File: src/rtl/dice_pkg.sv
`default_nettype none
// +----------------------------------------------------------------------+
// | dice_pkg                                                             |
// | Shared types and constants for the per-subset DIC flow.             |
// | Revision: 1.0                                                        |
// +----------------------------------------------------------------------+
package dice_pkg;

  typedef enum logic [3:0] {
    S_IDLE       = 4'd0,
    S_HDR_ADDR   = 4'd1,
    S_HDR_W1     = 4'd2,
    S_HDR_W2     = 4'd3,
    S_HDR_CAP    = 4'd4,
    S_ISSUE      = 4'd5,
    S_WAIT_COORD = 4'd6,
    S_START_CORR = 4'd7,
    S_WAIT_CORR  = 4'd8,
    S_NEXT       = 4'd9,
    S_FINISH     = 4'd10
  } sched_state_t;

  localparam int unsigned BRAM_RD_LATENCY     = 3;
  localparam logic [31:0] HEADER_ADDR_DEFAULT = 32'd0;
  localparam int unsigned WORD_BYTE_SHIFT     = 2;

endpackage : dice_pkg
`default_nettype wire

File: src/rtl/param_port_mux.sv
`default_nettype none
// +----------------------------------------------------------------------+
// | param_port_mux                                                       |
// | Registered 2:1 mux of the parameter BRAM read port.                 |
// | Revision: 1.0                                                        |
// +----------------------------------------------------------------------+
module param_port_mux (
  input  logic        clock,
  input  logic        reset,
  input  logic        i_sched_owns_port,
  input  logic        i_sched_ea,
  input  logic [3:0]  i_sched_wea,
  input  logic [31:0] i_sched_addr,
  input  logic        i_intr_ea,
  input  logic [3:0]  i_intr_wea,
  input  logic [31:0] i_intr_addr,
  output logic        o_param_ea,
  output logic [3:0]  o_param_wea,
  output logic [31:0] o_param_addr
);

  always_ff @(posedge clock) begin
    if (reset) begin
      o_param_ea   <= 1'b0;
      o_param_wea  <= 4'd0;
      o_param_addr <= 32'd0;
    end else if (i_sched_owns_port) begin
      o_param_ea   <= i_sched_ea;
      o_param_wea  <= i_sched_wea;
      o_param_addr <= i_sched_addr;
    end else begin
      o_param_ea   <= i_intr_ea;
      o_param_wea  <= i_intr_wea;
      o_param_addr <= i_intr_addr;
    end
  end

endmodule : param_port_mux
`default_nettype wire

File: src/rtl/subset_scheduler.sv
`default_nettype none
// +----------------------------------------------------------------------+
// | subset_scheduler                                                     |
// | Reads the subset count header, then steps each subset through the   |
// | subset interface and the correlation engine.                        |
// | Revision: 1.0                                                        |
// +----------------------------------------------------------------------+
module subset_scheduler
  import dice_pkg::*;
#(
  parameter logic [31:0] HEADER_ADDR = HEADER_ADDR_DEFAULT,
  parameter logic [31:0] MAX_SUBSETS = 32'd65536
) (
  input  logic        clock,
  input  logic        reset,
  input  logic        parameters_done,
  input  logic        start,
  output logic        param_ea,
  output logic [3:0]  param_wea,
  output logic [31:0] param_addr,
  input  logic [31:0] param_dout,
  input  logic        intr_param_ea,
  input  logic [3:0]  intr_param_wea,
  input  logic [31:0] intr_param_addr,
  output logic        coord_new_subset,
  output logic [31:0] coord_subset_number,
  input  logic        coord_interface_done,
  output logic        corr_start,
  input  logic        corr_done,
  output logic [31:0] num_subsets,
  output logic        busy,
  output logic        all_done,
  output logic        count_clamped
);

  sched_state_t r_state;
  logic         r_seen_low;
  logic         w_owns_port;
  logic         w_over;
  logic [31:0]  w_clamped;
  logic [32:0]  w_next_number;

  assign w_owns_port   = (r_state == S_HDR_ADDR) || (r_state == S_HDR_W1) ||
                         (r_state == S_HDR_W2)   || (r_state == S_HDR_CAP);
  assign w_over        = (param_dout > MAX_SUBSETS);
  assign w_clamped     = w_over ? MAX_SUBSETS : param_dout;
  // Widened so the last-subset compare cannot wrap at 2^32-1.
  assign w_next_number = {1'b0, coord_subset_number} + 33'd1;

  param_port_mux u_port_mux (
    .clock             (clock),
    .reset             (reset),
    .i_sched_owns_port (w_owns_port),
    .i_sched_ea        (1'b1),
    .i_sched_wea       (4'd0),
    .i_sched_addr      (HEADER_ADDR),
    .i_intr_ea         (intr_param_ea),
    .i_intr_wea        (intr_param_wea),
    .i_intr_addr       (intr_param_addr),
    .o_param_ea        (param_ea),
    .o_param_wea       (param_wea),
    .o_param_addr      (param_addr)
  );

  always_ff @(posedge clock) begin
    if (reset) begin
      r_state             <= S_IDLE;
      r_seen_low          <= 1'b0;
      coord_new_subset    <= 1'b0;
      coord_subset_number <= 32'd0;
      corr_start          <= 1'b0;
      num_subsets         <= 32'd0;
      busy                <= 1'b0;
      all_done            <= 1'b0;
      count_clamped       <= 1'b0;
    end else begin
      coord_new_subset <= 1'b0;
      corr_start       <= 1'b0;
      case (r_state)
        S_IDLE: begin
          if (start && parameters_done) begin
            all_done      <= 1'b0;
            count_clamped <= 1'b0;
            busy          <= 1'b1;
            r_state       <= S_HDR_ADDR;
          end
        end
        S_HDR_ADDR: r_state <= S_HDR_W1;
        S_HDR_W1:   r_state <= S_HDR_W2;
        S_HDR_W2:   r_state <= S_HDR_CAP;
        S_HDR_CAP: begin
          num_subsets <= w_clamped;
          if (w_over) begin
            count_clamped <= 1'b1;
          end
          if (w_clamped == 32'd0) begin
            r_state <= S_FINISH;
          end else begin
            coord_subset_number <= 32'd0;
            r_state             <= S_ISSUE;
          end
        end
        S_ISSUE: begin
          coord_new_subset <= 1'b1;
          r_seen_low       <= 1'b0;
          r_state          <= S_WAIT_COORD;
        end
        S_WAIT_COORD: begin
          // A high level is trusted only after a low has been observed,
          // so the previous subset's done level cannot launch correlation.
          if (!coord_interface_done) begin
            r_seen_low <= 1'b1;
          end else if (r_seen_low) begin
            r_state <= S_START_CORR;
          end
        end
        S_START_CORR: begin
          corr_start <= 1'b1;
          r_state    <= S_WAIT_CORR;
        end
        S_WAIT_CORR: begin
          if (corr_done) begin
            r_state <= S_NEXT;
          end
        end
        S_NEXT: begin
          if (w_next_number == {1'b0, num_subsets}) begin
            r_state <= S_FINISH;
          end else begin
            coord_subset_number <= w_next_number[31:0];
            r_state             <= S_ISSUE;
          end
        end
        S_FINISH: begin
          all_done <= 1'b1;
          busy     <= 1'b0;
          r_state  <= S_IDLE;
        end
        default: begin
          busy    <= 1'b0;
          r_state <= S_IDLE;
        end
      endcase
    end
  end

endmodule : subset_scheduler
`default_nettype wire
File: config.mk
export PLATFORM = sky130hd
export DESIGN_NAME = subset_scheduler
export DESIGN_NICKNAME = d
export VERILOG_FILES = /design/src/rtl/dice_pkg.sv /design/src/rtl/param_port_mux.sv /design/src/rtl/subset_scheduler.sv
export SDC_FILE = /design/constraint.sdc
export NUM_CORES = 1
export LEC_CHECK = 0
export ABC_CLOCK_PERIOD_IN_PS = 4120
export BUFFER_PORTS_ARGS = -buffer_cell sky130_fd_sc_hd__buf_2
export CAP_MARGIN = 20
export CORE_ASPECT_RATIO = 2
export CORE_MARGIN = 5
export CORE_UTILIZATION = 52
export CTS_BUF_LIST = sky130_fd_sc_hd__clkbuf_8
export CTS_CLUSTER_DIAMETER = 100
export CTS_CLUSTER_SIZE = 40
export DETAILED_ROUTE_END_ITERATION = 10
export GPL_TIMING_DRIVEN = 0
export PLACE_DENSITY = 0.9
export SYNTH_ARGS = -nofsm -noshare
export SYNTH_HDL_FRONTEND = slang
export SYNTH_SLANG_ARGS = --single-unit
File: constraint.sdc
create_clock -name clock -period 4.12 [get_ports clock]
set_clock_uncertainty 0.1 [all_clocks]
set_input_delay 0.412 -clock clock [delete_from_list [all_inputs] [get_ports clock]]
set_output_delay 0.412 -clock clock [all_outputs]
set_load 0.03 [all_outputs]
==> run summary <==
Grt ovf: 0
CP max-delay cell: or4_1
Sequential share of the synthesized area: 42.7%
Transition time of the tightest slew-check pin: 759 ps
Min-Delay Startpoint: intr_param_addr[21]
Commonest non-fill, non-tap cell in the layout: buf_2
Max VDD drop: 0.409 mV
Endpoints failing hold: 0
Hold slack: 122 ps
Crit-path max FO: 10
TritonCTS clock tree: built
Max-Cap Viols: 0
Inst Count DP: 938
Crit-path most repeated cell: buf_2
Fmax: 249 MHz
Final min period: 4020 ps
Drt first-iter violations: 506
Worst Path Arrival: 4190 ps
Worst setup margin: 98.9 ps
Area Growth Syn to Fin: 25.0%
GR Util met3: 7.10%
Hold Path Class: input port to flip-flop
Vias per cell: 5.75
Clock sink count: 111
GRT Util Overall: 28.0%
Die area: 12200 µm²
Synthesized instance count: 627
Ys flop type: dfxtp_1
Most frequent cells in the layout: buf_2 (192), dfxtp_1 (109), nand2_1 (78)
FP Rows: 51
Initial antenna violation count: 0
Top Usage Layer GRT: met2
CP Cell Sequence: buf_2, nand3_2, or4_1, buf_2, nor2_4, xnor2_1, or4_1, or4_4, o211a_4, buf_6, buf_2, a21oi_1, a31oi_1
Residual DRC: 0
Crit path max-delay family: simple AND/OR/NAND/NOR gates
Final worst-path cycle share: 97.6%
Initial Util: 53.3%
First-pass detailed-route iteration total: 5
Hold path depth: 2
Vias in the first global route: 5188
Routed Antenna Nets: 0
Synthesis warning total: 0
IO Count: 181
Area of the core: 9760 µm²
Yosys top cell area share: 42.7%
R2r startpoint: coord_subset_number[5]
CTS max path bufs: 2
Largest net degree at the start of global routing: 19
Gpl congestion: 1.05
Die Wd: 80.7 µm
Post-synth cell types: 62
Crit path buffers/inverters: 4
CP endpoint kind: flip-flop
GRT met1 Usage: 27.4%
Mean Syn Cell Area: 8.30 µm²
Largest cells by area after synthesis: dfxtp_1 (43%), nand2_1 (5.6%), xnor2_1 (5.0%), a21oi_1 (4.7%), and2_1 (4.7%)
Worst slew margin: 48.9%
Origin of the worst setup path: coord_subset_number[5]
Root buffer cell: clkbuf_8
Layout cells sized above 1: 27.9%
Status: finished clean
Pwr dens: 391 nW/µm²
WL per Instance: 17.7 µm
EDFF count, synth: 0
Setup WS pre-CTS: -212 ps
Synth Register Bits: 111
Core Util, Final: 66.6%
Setup TNS: 0 ps
M2 GR Usage: 51.2%
Hold_buf cts: 0
Slew Viols, Final: 0
Syn_nets: 703
Nets: 892
Worst skew pair latency: 390 ps
Port Buffer Count: 179
Levels on crit path: 13
CP max stage delay: 580 ps
RSZ-0062 raised after global routing: false
Post-Layout Cell Count: 953
Critical path type: flip-flop to flip-flop
FFs w/ async S/R, synth: 0%
Worst R2R Path Depth: 13
First-pass GRT wire length: 26200 µm
Post-DP HPWL: 13200 µm
Vias: 5480
Clock transition at the registers of the reported paths: 110 ps
Startpoint Class: flip-flop
Syn Std Cell Area: 5200 µm²
Drt total wl: 16800 µm
P_leak: 2.92 nW
Worst EP required: 4280 ps
Finish-stage setup viols: 0
Area leader, netlist: dfxtp_1
H-tree depth: 3
Die height: 151 µm
CTS Buf Count: 9
Diode count: 0
==> state kept, by name (all words and copies together), names as in the netlist <==
register,cells
r_seen_low,1
corr_start,1
count_clamped,1
num_subsets,32
u_port_mux.o_param_addr,32
busy,1
coord_subset_number,32
r_state,4
u_port_mux.o_param_ea,1
all_done,1
u_port_mux.o_param_wea,4
coord_new_subset,1
==> worst paths after layout <==
check / to / slack (ps)
setup reg to reg: coord_subset_number[20] / 100
hold reg to reg: busy / 370
setup / recovery: coord_subset_number[20] / 100
hold / removal: u_port_mux.o_param_addr[21] / 120
==> worst reg2reg max path, cell delays in order, from the launching register on <==
cell and delay (ps):
dfxtp_1 340, buf_2 190, nand3_2 190, or4_1 580
buf_2 210, nor2_4 190, xnor2_1 160, or4_1 530
or4_4 470, o211a_4 280, buf_6 150, buf_2 210
a21oi_1 230, a31oi_1 60
==> stage by stage <==
stage,total power [W],cell area (µm²)
after floorplan,0.00168,5200
after global placement,0.00188,6260
after detailed placement,0.00190,6260
after CTS,0.00256,6480
after global routing,0.00266,6500
final,0.00254,6500
==> where the power goes <==
group | total, W | internal (W) | switching (W)
clock | 0.000667 | 0.000284 | 0.000383
sequential | 0.00122 | 0.00118 | 0.0000384
combinational | 0.000662 | 0.000207 | 0.000454
==> layout make-up <==
type                            instances  area (µm²)
Clock buffer                            9         124
Sequential cell                       111        2230
Buffer                                 44         195
Fill cell                             851        3260
Tap cell                              132         165
Timing Repair Buffer                  180         903
Multi-Input combinational cell        463        2790
Clock inverter                          7        73.8
Inverter                                7        26.3
==> cells by family after synthesis <==
| family | after synthesis | synth area share [%] |
|---|---|---|
| simple gates | 288 | 28.9 |
| compound gates | 125 | 15.5 |
| flops | 111 | 42.7 |
| buf+inv | 53 | 4.35 |
| xor+xnor | 47 | 7.91 |
| mux | 2 | 0.409 |
| fa+ha+maj | 1 | 0.240 |
==> Yosys cell counts, types with 5 or more instances <==
| cell type | n |
|---|---|
| a21oi_1 | 49 |
| clkbuf_1 | 28 |
| o21ai_0 | 13 |
| xnor2_1 | 30 |
| nand2b_1 | 6 |
| inv_1 | 7 |
| a221o_1 | 6 |
| nor4_1 | 14 |
| nand3_1 | 31 |
| buf_2 | 13 |
| nor3_1 | 9 |
| dfxtp_1 | 111 |
| a31oi_1 | 24 |
| nand4_1 | 11 |
| nand2_1 | 78 |
| and2_1 | 39 |
| and4_1 | 7 |
| or4_1 | 5 |
| nor2_1 | 42 |
| and3_1 | 23 |
| xor2_1 | 17 |
==> metal layers <==
metal	vias to the layer above	wire [µm]
met2	307	8830
met1	2489	5510
li1	2601	-
met5	-	0
met3	83	1430
met4	0	1070
==> what timing repair did <==
item	4_1_cts	5_1_grt
endpoints found under the setup margin	31	31
resized for setup	4	7
setup buffers	1	0
pin swaps	1	0
Power figures use the tool's default switching activity.
